File: src/rtl/forward_scoreboard.sv
// Forwarding / interlock unit placed between decode and EX.
// A DEPTH-entry shift scoreboard follows each in-flight register writer
// from EX towards WB. Each entry counts down until its result exists. Every
// decode source operand is either forwarded from the youngest matching
// producer, read from the register file, or causes a stall.
module forward_scoreboard #(
    parameter int DATA_WIDTH = 32,
    parameter int ADDR_W     = 5,
    parameter int N_SRC      = 2,
    parameter int DEPTH      = 3,
    parameter int LAT_W      = 2
) (
    input  logic                        clk,
    input  logic                        rst,
    input  logic                        i_advance,
    input  logic                        i_flush,
    input  logic                        i_issue_valid,
    input  logic                        i_issue_uses_rw,
    input  logic [ADDR_W-1:0]           i_issue_rw_addr,
    input  logic [LAT_W-1:0]            i_issue_lat,
    input  logic [DEPTH-1:0]            i_result_valid,
    input  logic [DEPTH*DATA_WIDTH-1:0] i_result_data,
    input  logic [N_SRC-1:0]            i_src_uses,
    input  logic [N_SRC*ADDR_W-1:0]     i_src_addr,
    input  logic [N_SRC*DATA_WIDTH-1:0] i_src_rf_data,
    output logic [N_SRC*DATA_WIDTH-1:0] o_src_data,
    output logic                        o_stall,
    output logic [N_SRC-1:0]            o_hazard_src,
    output logic [31:0]                 o_stall_cycles
);

    // Issue latencies at or above DEPTH cannot be tracked by the countdown.
    localparam logic [LAT_W:0] DEPTH_L = DEPTH[LAT_W:0];

    logic [DEPTH-1:0]  valid_reg;
    logic [DEPTH-1:0]  valid_next;
    logic [ADDR_W-1:0] addr_reg  [DEPTH];
    logic [ADDR_W-1:0] addr_next [DEPTH];
    logic [LAT_W-1:0]  rem_reg   [DEPTH];
    logic [LAT_W-1:0]  rem_next  [DEPTH];
    logic [LAT_W-1:0]  rem_dec   [DEPTH];

    // Value each entry takes when the pipeline advances.
    logic [DEPTH-1:0]  in_valid;
    logic [ADDR_W-1:0] in_addr [DEPTH];
    logic [LAT_W-1:0]  in_rem  [DEPTH];

    logic        issue_accept;
    logic [31:0] stall_cnt_reg;

    // While stalled, the decoded instruction is held and a bubble enters EX.
    // Writes to $zero are never tracked.
    assign issue_accept = i_issue_valid & i_issue_uses_rw & ~o_stall
                        & (i_issue_rw_addr != '0);

    genvar gi;
    generate
        for (gi = 0; gi < DEPTH; gi++) begin : g_stage
            // Countdown saturates at zero; it runs whether the entry shifts or holds.
            assign rem_dec[gi] = (rem_reg[gi] == '0) ? '0 : rem_reg[gi] - 1'b1;

            if (gi == 0) begin : g_head
                // A fresh issue starts its countdown at the requested latency.
                assign in_valid[gi] = issue_accept;
                assign in_addr[gi]  = i_issue_rw_addr;
                assign in_rem[gi]   = i_issue_lat;
            end else begin : g_tail
                assign in_valid[gi] = valid_reg[gi-1];
                assign in_addr[gi]  = addr_reg[gi-1];
                assign in_rem[gi]   = rem_dec[gi-1];
            end

            assign valid_next[gi] = i_advance ? in_valid[gi] : valid_reg[gi];
            assign addr_next[gi]  = i_advance ? in_addr[gi]  : addr_reg[gi];
            assign rem_next[gi]   = i_advance ? in_rem[gi]   : rem_dec[gi];
        end
    endgenerate

    // Scoreboard state; reset and flush squash every tracked writer.
    always_ff @(posedge clk) begin
        if (rst || i_flush) begin
            valid_reg <= '0;
        end else begin
            valid_reg <= valid_next;
        end
        for (int k = 0; k < DEPTH; k++) begin
            addr_reg[k] <= addr_next[k];
            rem_reg[k]  <= rem_next[k];
        end
    end

    generate
        for (gi = 0; gi < N_SRC; gi++) begin : g_src
            logic [ADDR_W-1:0]     src_addr;
            logic [DATA_WIDTH-1:0] rf_data;
            logic                  active;
            logic                  hit;
            logic                  hit_ready;
            logic [DATA_WIDTH-1:0] fwd_data;

            assign src_addr = i_src_addr[gi*ADDR_W +: ADDR_W];
            assign rf_data  = i_src_rf_data[gi*DATA_WIDTH +: DATA_WIDTH];
            assign active   = i_src_uses[gi] && (src_addr != '0);

            // Scan oldest to youngest so the youngest matching producer wins.
            always_comb begin
                hit       = 1'b0;
                hit_ready = 1'b0;
                fwd_data  = '0;
                for (int k = DEPTH - 1; k >= 0; k--) begin
                    if (valid_reg[k] && (addr_reg[k] == src_addr)) begin
                        hit       = 1'b1;
                        hit_ready = (rem_reg[k] == '0) && i_result_valid[k];
                        fwd_data  = i_result_data[k*DATA_WIDTH +: DATA_WIDTH];
                    end
                end
            end

            assign o_hazard_src[gi] = active & hit & ~hit_ready;
            assign o_src_data[gi*DATA_WIDTH +: DATA_WIDTH] =
                (active && hit && hit_ready) ? fwd_data : rf_data;
        end
    endgenerate

    assign o_stall = |o_hazard_src;

    // Saturating count of stalled cycles; only reset clears it.
    always_ff @(posedge clk) begin
        if (rst) begin
            stall_cnt_reg <= '0;
        end else if (o_stall && (stall_cnt_reg != '1)) begin
            stall_cnt_reg <= stall_cnt_reg + 32'd1;
        end
    end

    assign o_stall_cycles = stall_cnt_reg;

    // An accepted issue must carry a latency the scoreboard can count down.
    a_issue_lat : assert property (@(posedge clk) disable iff (rst)
        (i_advance && i_issue_valid && i_issue_uses_rw && !i_flush)
            |-> ({1'b0, i_issue_lat} < DEPTH_L));

endmodule
File: config.mk
export PLATFORM = sky130hd
export DESIGN_NAME = forward_scoreboard
export DESIGN_NICKNAME = d
export VERILOG_FILES = /design/src/rtl/forward_scoreboard.sv
export SDC_FILE = /design/constraint.sdc
export NUM_CORES = 1
export LEC_CHECK = 0
export ABC_AREA = 1
export CORE_MARGIN = 3
export CORE_UTILIZATION = 41
export DETAILED_ROUTE_END_ITERATION = 6
export GPL_TIMING_DRIVEN = 0
export PLACE_DENSITY = 0.88
export SLEW_MARGIN = 20
export SYNTH_ARGS = -nofsm -noshare
export SYNTH_HDL_FRONTEND = slang
export SYNTH_SLANG_ARGS = --single-unit
File: constraint.sdc
create_clock -name clk -period 1.9 [get_ports clk]
set_input_delay 0.19 -clock clk [delete_from_list [all_inputs] [get_ports clk]]
set_output_delay 0.19 -clock clk [all_outputs]
set_load 0.02 [all_outputs]
==> results.json <==
{
  "rsz0062_at_grt": "true",
  "clk_path_buf_depth": 2,
  "crit_path_start_kind": "flip-flop",
  "initialDrtViolationCount": 1025,
  "ir_drop_mv": 0.310,
  "dp_cells": 1414,
  "ys_warn_count": 0,
  "synth_top_area_share_pct": 17.8,
  "clk_pin_slew_ns": 0.08,
  "cts_tree": "done",
  "portBuffers": 285,
  "fin_crit_ns": 2.65,
  "cts_hold_buf": 0,
  "pin_count": 287,
  "die_w_um": 122,
  "yosys-top-cells-count": "nand2_1, nor2_1, o21ai_0",
  "fp.dieH_um": 122,
  "finalCritPeriodShare_pct": 140,
  "final.setup.worst_slack_ns": -0.754,
  "gp_congestion": 0.978,
  "drt-total-wl_um": 30100,
  "cts_max_level": 2,
  "overflow": 0,
  "drive_above_1_share_pct": 25.7,
  "skew_ns": 0.0140,
  "synth_nets": 1146,
  "max-slew-margin-rel_pct": 53.3,
  "hp-start": "rst",
  "async_flop_share_pct": 0,
  "hold_class": "in2reg",
  "crit_path_max_fanout": 9,
  "area_growth_syn_to_layout_pct": 86.8,
  "route.antenna.remaining_nets": 0,
  "syn_inst": 957,
  "ys_seq_area_share_pct": 23.2,
  "synth.cell_area_mm2": 0.00547,
  "status": "finished with violations",
  "ys_ff_latch": 56,
  "drc_errors": 0,
  "fmax_ghz": 0.377,
  "largest_reg_flops": 32,
  "post-synth-top-count-cell": "nand2_1",
  "coreArea_mm2": 0.0128,
  "vias_per_cell": 5.80,
  "cts_sinks": 56,
  "p_per_area_mw_per_mm2": 329,
  "setup_viol": 100,
  "cellLeakagePower_nw": 4.06,
  "grt_antenna_before_repair": 0,
  "first_pass_iters": 6,
  "worstPathRequired_ns": 1.71,
  "clk_latency_ns": 0.30,
  "max_cap_viol_count": 0,
  "criticalPathCategory": "reg2out",
  "cp.arrival_ns": 2.46,
  "vias": 8453,
  "numCtsBuffers": 5,
  "r2r_start": "addr_reg[0][12]$_DFFE_PP_",
  "failed_checks": "setup timing",
  "grt_pass1_wl_um": 40800,
  "wl_per_cell_um": 20.6,
  "total_power_mw": 3.37,
  "yosysTopAreaCell": "nand2_1",
  "final_hold_viol_count": 0,
  "die_area_mm2": 0.0148,
  "grt_use_total_pct": 35.2,
  "synthFlopType": "dfxtp_1",
  "critPathCaptureType": "output port",
  "avgSynthCellArea_um2": 5.72,
  "min_path_cells": 2,
  "synth_edf_count": 15,
  "synthTopCellsByArea": "nand2_1, dfxtp_1, o21ai_0",
  "worstMarginPinSlew_ns": 0.700,
  "ys_types": 36,
  "rows": 41,
  "antenna_cells": 0,
  "cts-root-buf": "clkbuf_16",
  "slew_viol_final": 0,
  "fin_nets": 1474,
  "dp_hpwl_um": 21400,
  "reg2reg_depth": 16,
  "grt_pass1_vias": 7286,
  "start_util_pct": 42.7,
  "final_cells": 1458,
  "grt_start_max_net_pins": 20,
  "cp-startpoint": "addr_reg[0][12]$_DFFE_PP_"
}
-- worst paths after layout --
check | end | slack, ns
worst max register to register | o_stall_cycles[1]$_SDFFE_PP0P_ | -0.60
worst min-delay path | o_stall_cycles[23]$_SDFFE_PP0P_ | 0.23
worst min register to register | rem_reg[0][1]$_DFF_P_ | 0.49
worst max-delay path | o_src_data[54] | -0.75
-- layout by cell type, fill, tap and decap left out, types with 17 or more instances in the layout --
cell             count
buf_4               48
nand2_2             27
o21ai_0             71
buf_6               52
xor2_1              22
o21ai_2             22
inv_2               17
nand3_1             50
a21oi_2             29
nor2_1             108
a31oi_2             22
dfxtp_1             40
inv_1               71
a21oi_1             68
clkdlybuf4s50_1    209
nand2_1            228
-- power by group --
group          switching (mW)  internal [mW]
Clock                   0.456          0.500
Sequential             0.0320           1.26
Combinational           0.526          0.595
Total                    1.01           2.35
-- critical path: stages, from the launching register on --
cell and delay, ns:
edfxtp_1 0.41, xor2_1 0.18, nor2_1 0.28, nand2_2 0.14, nand3_1 0.09, nand2_1 0.10
a21oi_4 0.15, buf_12 0.15, buf_6 0.13, nor2_1 0.05, a31oi_2 0.29, buf_6 0.18
-- logic make-up (layout without fill, tap and decap cells) --
family	count (synthesis)	in the layout	share of synthesized area, %
AND/OR/NAND/NOR	481	483	37.2
flip-flops	56	56	23.2
AO/OA/AOI/OAI	248	248	23.7
buffers and inverters	143	470	11.1
adder cells (fa/ha/maj)	1	1	0.229
XOR/XNOR	28	28	4.48
-- area by class of cell --
cell class                 instances  area (um2)
sequential                        56        1270
multi-input combinational        760        4450
buffer                            50         484
clock inverter                     3        26.3
tap                              172         215
fill                             902        2600
inverter                          91         352
clock buffer                       5         125
timing repair buffer             321        3300
-- metal layers --
metal | global-route usage (%) | routed length, um | up-vias | share of wire [%]
met2 | 53.3 | 13400 | 600 | 45
met1 | 47.1 | 11200 | 3876 | 37
met4 | 11.9 | 1460 | 0 | 4.9
met3 | 11.6 | 3970 | 132 | 13
li1 | - | - | 3845 | -
met5 | 0 | 0 | - | 0
-- metrics by stage --
| stage | setup TNS, ns | setup slack, ns | area [um2] | util (%) | hold slack (ns) |
|---|---|---|---|---|---|
| 6_report | -62.79 | -0.754 | 10200 | 79.7 | 0.228 |
| 5_1_grt | -69.91 | -0.819 | 10200 | 79.7 | 0.244 |
| 4_1_cts | -43.43 | -0.636 | 9450 | 73.7 | 0.216 |
| 3_5_place_dp | -106.89 | -1.59 | 8850 | 69.0 | 0.475 |
| 3_3_place_gp | -104.84 | -1.56 | 8850 | 69.0 | 0.465 |
| 2_1_floorplan | -0.551 | -0.0703 | 5780 | - | 0.289 |
-- timing repair --
item / in CTS / in global routing
pin swaps: 12 / 22
setup endpoints to repair: 99 / 101
buffers inserted: 9 / 16
resized for setup: 484 / 141
cloned: 4 / 9
Note: power is estimated with default switching activity, not from simulation.
